### src/rtl/uart_cmd_pkg.sv
// Shared types and constants for the UART command-frame controller.
// Holds FSM encoding, frame marker, frame IDs and bitmap bit indices.
package uart_cmd_pkg;

  typedef enum logic [1:0] {
    HUNT,
    GET_ID,
    GET_DATA,
    GET_CHK
  } state_t;

  localparam logic [7:0] HDR_BYTE = 8'hA5;

  localparam logic [7:0] ID_P1   = 8'h01;
  localparam logic [7:0] ID_P2   = 8'h02;
  localparam logic [7:0] ID_CTRL = 8'h10;

  localparam int KEY_UP    = 0;
  localparam int KEY_DOWN  = 1;
  localparam int KEY_LEFT  = 2;
  localparam int KEY_RIGHT = 3;
  localparam int KEY_FIRE  = 4;

  localparam int CTRL_START = 0;
  localparam int CTRL_PAUSE = 1;

  function automatic logic [7:0] sat_inc(
    input logic [7:0] v
  );
    return (v == 8'hFF) ? v : v + 8'd1;
  endfunction

endpackage

### src/rtl/wdog_timer.sv
// Watchdog counter: counts while enable, stops at LIMIT-1 and holds there.
// Ports: clk, rstn (sync, active-low), clear, enable -> expired (held until clear).
module wdog_timer #(
  parameter int LIMIT = 100000
)(
  input  logic clk,
  input  logic rstn,
  input  logic clear,
  input  logic enable,
  output logic expired
);

  localparam int W = $clog2(LIMIT + 1);
  localparam logic [W-1:0] LAST = W'(LIMIT - 1);

  logic [W-1:0] cnt;

  always_ff @(posedge clk) begin
    if (!rstn) begin
      cnt <= '0;
    end else if (clear) begin
      cnt <= '0;
    end else if (enable && cnt != LAST) begin
      cnt <= cnt + W'(1);
    end
  end

  assign expired = (cnt == LAST);

endmodule

### src/rtl/uart_cmd_ctrl.sv
// Command-frame controller behind the UART receiver: frames A5/ID/DATA/CHK.
// In: clk, rstn, rx_data, rx_valid. Out: key bitmaps, ctrl pulses, errors, link_ok.
module uart_cmd_ctrl
  import uart_cmd_pkg::*;
#(
  parameter logic [7:0] HDR_BYTE     = 8'hA5,
  parameter int         BYTE_TIMEOUT = 100000,
  parameter int         LINK_TIMEOUT = 50000000
)(
  input  logic       clk,
  input  logic       rstn,
  input  logic [7:0] rx_data,
  input  logic       rx_valid,
  output logic [7:0] p1_keys,
  output logic [7:0] p2_keys,
  output logic       start_pulse,
  output logic       pause_pulse,
  output logic       frame_err,
  output logic [7:0] err_cnt,
  output logic       link_ok
);

  state_t     state;
  logic [7:0] id;
  logic [7:0] data;
  logic       hunting;
  logic       good;
  logic       byte_exp;
  logic       link_exp;

  assign hunting = (state == HUNT);
  assign good    = (state == GET_CHK) && rx_valid
                && (rx_data == (id ^ data));

  wdog_timer #(.LIMIT(BYTE_TIMEOUT)) u_byte_wdog (
    .clk     (clk),
    .rstn    (rstn),
    .clear   (rx_valid || hunting),
    .enable  (!hunting),
    .expired (byte_exp)
  );

  wdog_timer #(.LIMIT(LINK_TIMEOUT)) u_link_wdog (
    .clk     (clk),
    .rstn    (rstn),
    .clear   (good),
    .enable  (1'b1),
    .expired (link_exp)
  );

  always_ff @(posedge clk) begin
    if (!rstn) begin
      state       <= HUNT;
      id          <= '0;
      data        <= '0;
      p1_keys     <= '0;
      p2_keys     <= '0;
      start_pulse <= 1'b0;
      pause_pulse <= 1'b0;
      frame_err   <= 1'b0;
      err_cnt     <= '0;
      link_ok     <= 1'b0;
    end else begin
      start_pulse <= 1'b0;
      pause_pulse <= 1'b0;
      frame_err   <= 1'b0;

      // Link loss drops keys; a good frame in the same cycle wins.
      if (link_exp && !good) begin
        link_ok <= 1'b0;
        p1_keys <= '0;
        p2_keys <= '0;
      end

      // A byte arriving on the timeout cycle wins over the timeout.
      if (!hunting && !rx_valid && byte_exp) begin
        state     <= HUNT;
        frame_err <= 1'b1;
        err_cnt   <= sat_inc(err_cnt);
      end else if (rx_valid) begin
        unique case (state)
          HUNT: begin
            if (rx_data == HDR_BYTE) state <= GET_ID;
          end
          GET_ID: begin
            id    <= rx_data;
            state <= GET_DATA;
          end
          GET_DATA: begin
            data  <= rx_data;
            state <= GET_CHK;
          end
          GET_CHK: begin
            state <= HUNT;
            if (good) begin
              link_ok <= 1'b1;
              unique case (1'b1)
                (id == ID_P1): p1_keys <= data;
                (id == ID_P2): p2_keys <= data;
                (id == ID_CTRL): begin
                  start_pulse <= data[CTRL_START];
                  pause_pulse <= data[CTRL_PAUSE];
                end
                default: ;
              endcase
            end else begin
              frame_err <= 1'b1;
              err_cnt   <= sat_inc(err_cnt);
            end
          end
          default: state <= HUNT;
        endcase
      end
    end
  end

endmodule

### config.mk
export PLATFORM = sky130hd
export DESIGN_NAME = uart_cmd_ctrl
export DESIGN_NICKNAME = d
export VERILOG_FILES = /design/src/rtl/uart_cmd_pkg.sv /design/src/rtl/wdog_timer.sv /design/src/rtl/uart_cmd_ctrl.sv
export SDC_FILE = /design/constraint.sdc
export NUM_CORES = 1
export LEC_CHECK = 0
export ABC_AREA = 0
export CAP_MARGIN = 0
export CORE_MARGIN = 2
export CORE_UTILIZATION = 32
export DETAILED_ROUTE_END_ITERATION = 7
export MAX_ROUTING_LAYER = met4
export PLACE_DENSITY = 0.59
export SYNTH_ARGS = -nofsm -noshare
export SYNTH_HDL_FRONTEND = slang
export SYNTH_SLANG_ARGS = --single-unit
### constraint.sdc
create_clock -name clk -period 3.1 [get_ports clk]
set_clock_uncertainty 0.05 [all_clocks]
set_input_delay 0.31 -clock clk [delete_from_list [all_inputs] [get_ports clk]]
set_output_delay 0.31 -clock clk [all_outputs]
set_load 0.02 [all_outputs]
==> impl_metrics.toml <==
[outcome]
outcome = "complete, no violations"

[grt]
grt_pass1_wl_mm = 15.35
grt_pass1_vias = 3253
grtUsageTotal = 0.1475
antenna_found_initial = 0
grt.overflow.total = 0
grt_max_degree = 27

[detailed_routing]
via_count = 3356
wl_per_cell_um = 13.25
drc = 0
drt-initial-drc-count = 224
first_pass_iters = 4
ant_nets = 0
wl_mm = 9.075
via_per_inst = 4.899

[placed_design]
dpl_cell_area_sq_um = 4682
dp_hpwl_mm = 6.476
portBuffers = 38
gp_congestion = 0.8694

[critical_path]
path_max_fanout = 10
worstPathCellList = "ha_1, and4_1, a41oi_1, nand4_1, nor4_1, xnor2_1, nor2_1"
worstPathArrival_ns = 2.68
ff2ff_path_depth = 7
r2r-end = "u_byte_wdog.cnt[13]$_SDFFE_PP0P_"
cp-end-kind = "register"
crit_buf_inv = 0
rrSetupSlack_ns = 0.57
cpMaxStageDelayCell = "nand4_1"
path_class = "register to register"
start_kind = "register"
cpPeakStageDelay_ns = 0.45
cpLargestDelayFamily = "simple AND/OR/NAND/NOR gates"
timing.rr.start = "u_byte_wdog.cnt[0]$_SDFFE_PP0P_"
cp_data_required_time_ns = 3.26

[synthesis]
syn_avg_cell_area_sq_um = 8.750
syn-cell-area_sq_um = 4104
ys_types = 47
yosys-top-cells-area = "dfxtp_1 43%, xnor2_1 6.2%, nor2_1 6.1%, mux2i_1 5.9%, xor2_1 4.3%"
async_flop_share = 0
postSynthCellCount = 469
synth-seq-cells = 89
ys_warn_count = 0
yosysTopAreaCellShare = 0.4341
synth_edf_count = 0
synthFlopType = "dfxtp_1"
ys_seq_area_frac = 0.4341
yosysTopAreaCell = "dfxtp_1"
syn_nets = 487

[final_layout]
diodes = 0
syn_to_final_growth_pct = 22.80
layout_commonest_cell = "dfxtp_1"
mostFrequentLayoutCells = "89 x dfxtp_1, 67 x nor2_1, 45 x nand2_1"
finalInstanceArea_sq_um = 5040
finalNetCount = 527
final_layout_size_suffix_gt1_frac = 0.07212

[min_path]
holdCritPathClass = "register to register"
hold_depth = 2
hold_end = "p1_keys[6]$_SDFF_PN0_"
min_from = "p1_keys[6]$_SDFF_PN0_"

[timing]
slew_violations = 0
relSlewSlack = 0.5538
fin_tns_setup_ns = 0
rsz0062_at_grt = "false"
fin_crit_ns = 2.527
hold_viol_final = 0
tightest_slew_ns = 0.6632
fin_crit_sh = 0.8150
fmax_ghz = 0.3958
setup_viol = 0

[clock_tree]
clock_latency_ns = 0.34
clock-root-buffer = "clkbuf_16"
cts_hold_buf = 0
path_clk_slew_ns = 0.06
ctsResizeCount = 0
clockBufferDepth = 2
numClockSinks = 89
postCtsSetupRepairBufs = 0
ctsHtreeMaxLevel = 3
cts_tree = "done"
numCtsBuffers = 9

[die]
die_area_sq_um = 13750
start_util = 0.3265
core_area_sq_um = 12570
die_w_um = 117.2
die_height_um = 117.2
ios = 39
num_rows = 41

[power]
power_density_nw_per_um2 = 501.1
power.total_mw = 2.525
vdd_drop_max_uv = 284.6
leakage_nw = 1.636

[flow_run]
max-cap-violations = 0
metrics by stage:
step	utilization	cells	hold WS [ns]	worst slack [ns]
after detailed placement	0.3725	670	0.4353	0.4923
after CTS	0.4010	685	0.4528	0.5941
after global placement	0.3725	670	0.4271	0.5829
after global routing	0.4010	685	0.4657	0.3610
after floorplan	-	469	0.4055	0.9565
final	0.4010	685	0.4429	0.5734
registers in the layout (all words and copies together), names as in the netlist, 2 cells and up:
signal	flops
u_byte_wdog.cnt	17
p2_keys	8
state	2
id	8
data	8
err_cnt	8
u_link_wdog.cnt	26
p1_keys	8
power by group:
group          total (mW)  internal [mW]  switching [mW]
clock network        1.30          0.866           0.438
logic              0.0716         0.0276          0.0440
registers            1.15           1.15         0.00315
area by class of cell:
cell class,count,area [sq um]
inverter,16,60.06
fill,1249,7528
timing repair buffer,45,432.9
multi-input combinational,348,2192
clock buffer,10,229.0
sequential,89,1782
clock inverter,5,128.9
tap,172,215.2
Yosys cell counts, types with 2 or more instances:
| cell type | number |
|---|---|
| dfxtp_1 | 89 |
| nor2_1 | 67 |
| nand2_1 | 45 |
| nand3_1 | 34 |
| xnor2_1 | 29 |
| mux2i_1 | 24 |
| a21oi_1 | 22 |
| xor2_1 | 20 |
| inv_1 | 14 |
| nor3_1 | 13 |
| clkbuf_1 | 10 |
| nand4_1 | 10 |
| nor2_2 | 8 |
| ha_1 | 7 |
| nand2b_1 | 7 |
| nor4_1 | 7 |
| or3_1 | 6 |
| and3_1 | 5 |
| buf_2 | 5 |
| and4_1 | 4 |
| o21ai_0 | 4 |
| nor4b_1 | 3 |
| nor4bb_1 | 3 |
| a211oi_1 | 2 |
| a41oi_1 | 2 |
| and2_1 | 2 |
| nand4b_1 | 2 |
| nor3_4 | 2 |
| nor3b_1 | 2 |
| o21a_1 | 2 |
| o31a_1 | 2 |
| o41ai_1 | 2 |
kinds of logic after synthesis:
kind of cell | after synthesis | share of synthesized area
buf+inv | 32 | 0.03171
mux | 24 | 0.05854
simple gates | 225 | 0.2817
fa+ha+maj | 7 | 0.02134
xor+xnor | 49 | 0.1046
flops | 89 | 0.4341
compound gates | 43 | 0.06799
worst register-to-register path, stage by stage, from the launching register on:
cell and delay [ns]:
dfxtp_1 0.34, ha_1 0.24, and4_1 0.23, a41oi_1 0.43
nand4_1 0.45, nor4_1 0.45, xnor2_1 0.16, nor2_1 0.05
metal layers:
layer / track usage / vias up / wire, um
met3: 0.04634 / 9 / 360
met1: 0.1843 / 1594 / 4404
met2: 0.2295 / 52 / 4199
met4: 0.04235 / 0 / 111
met5: - / - / 0
li1: - / 1701 / -
worst max path at each step:
stage / from / end / depth (start not counted)
2_1_floorplan: u_byte_wdog.cnt[0]$_SDFFE_PP0P_ / u_byte_wdog.cnt[13]$_SDFFE_PP0P_ / 7
3_3_place_gp: rx_data[3] / u_link_wdog.cnt[6]$_SDFFE_PP0P_ / 8
3_5_place_dp: rx_data[3] / u_link_wdog.cnt[6]$_SDFFE_PP0P_ / 8
4_1_cts: u_byte_wdog.cnt[0]$_SDFFE_PP0P_ / u_byte_wdog.cnt[13]$_SDFFE_PP0P_ / 7
5_1_grt: u_byte_wdog.cnt[0]$_SDFFE_PP0P_ / u_byte_wdog.cnt[11]$_SDFFE_PP0P_ / 7
6_report: u_byte_wdog.cnt[0]$_SDFFE_PP0P_ / u_byte_wdog.cnt[13]$_SDFFE_PP0P_ / 7
(Power assumes the default switching activity.)
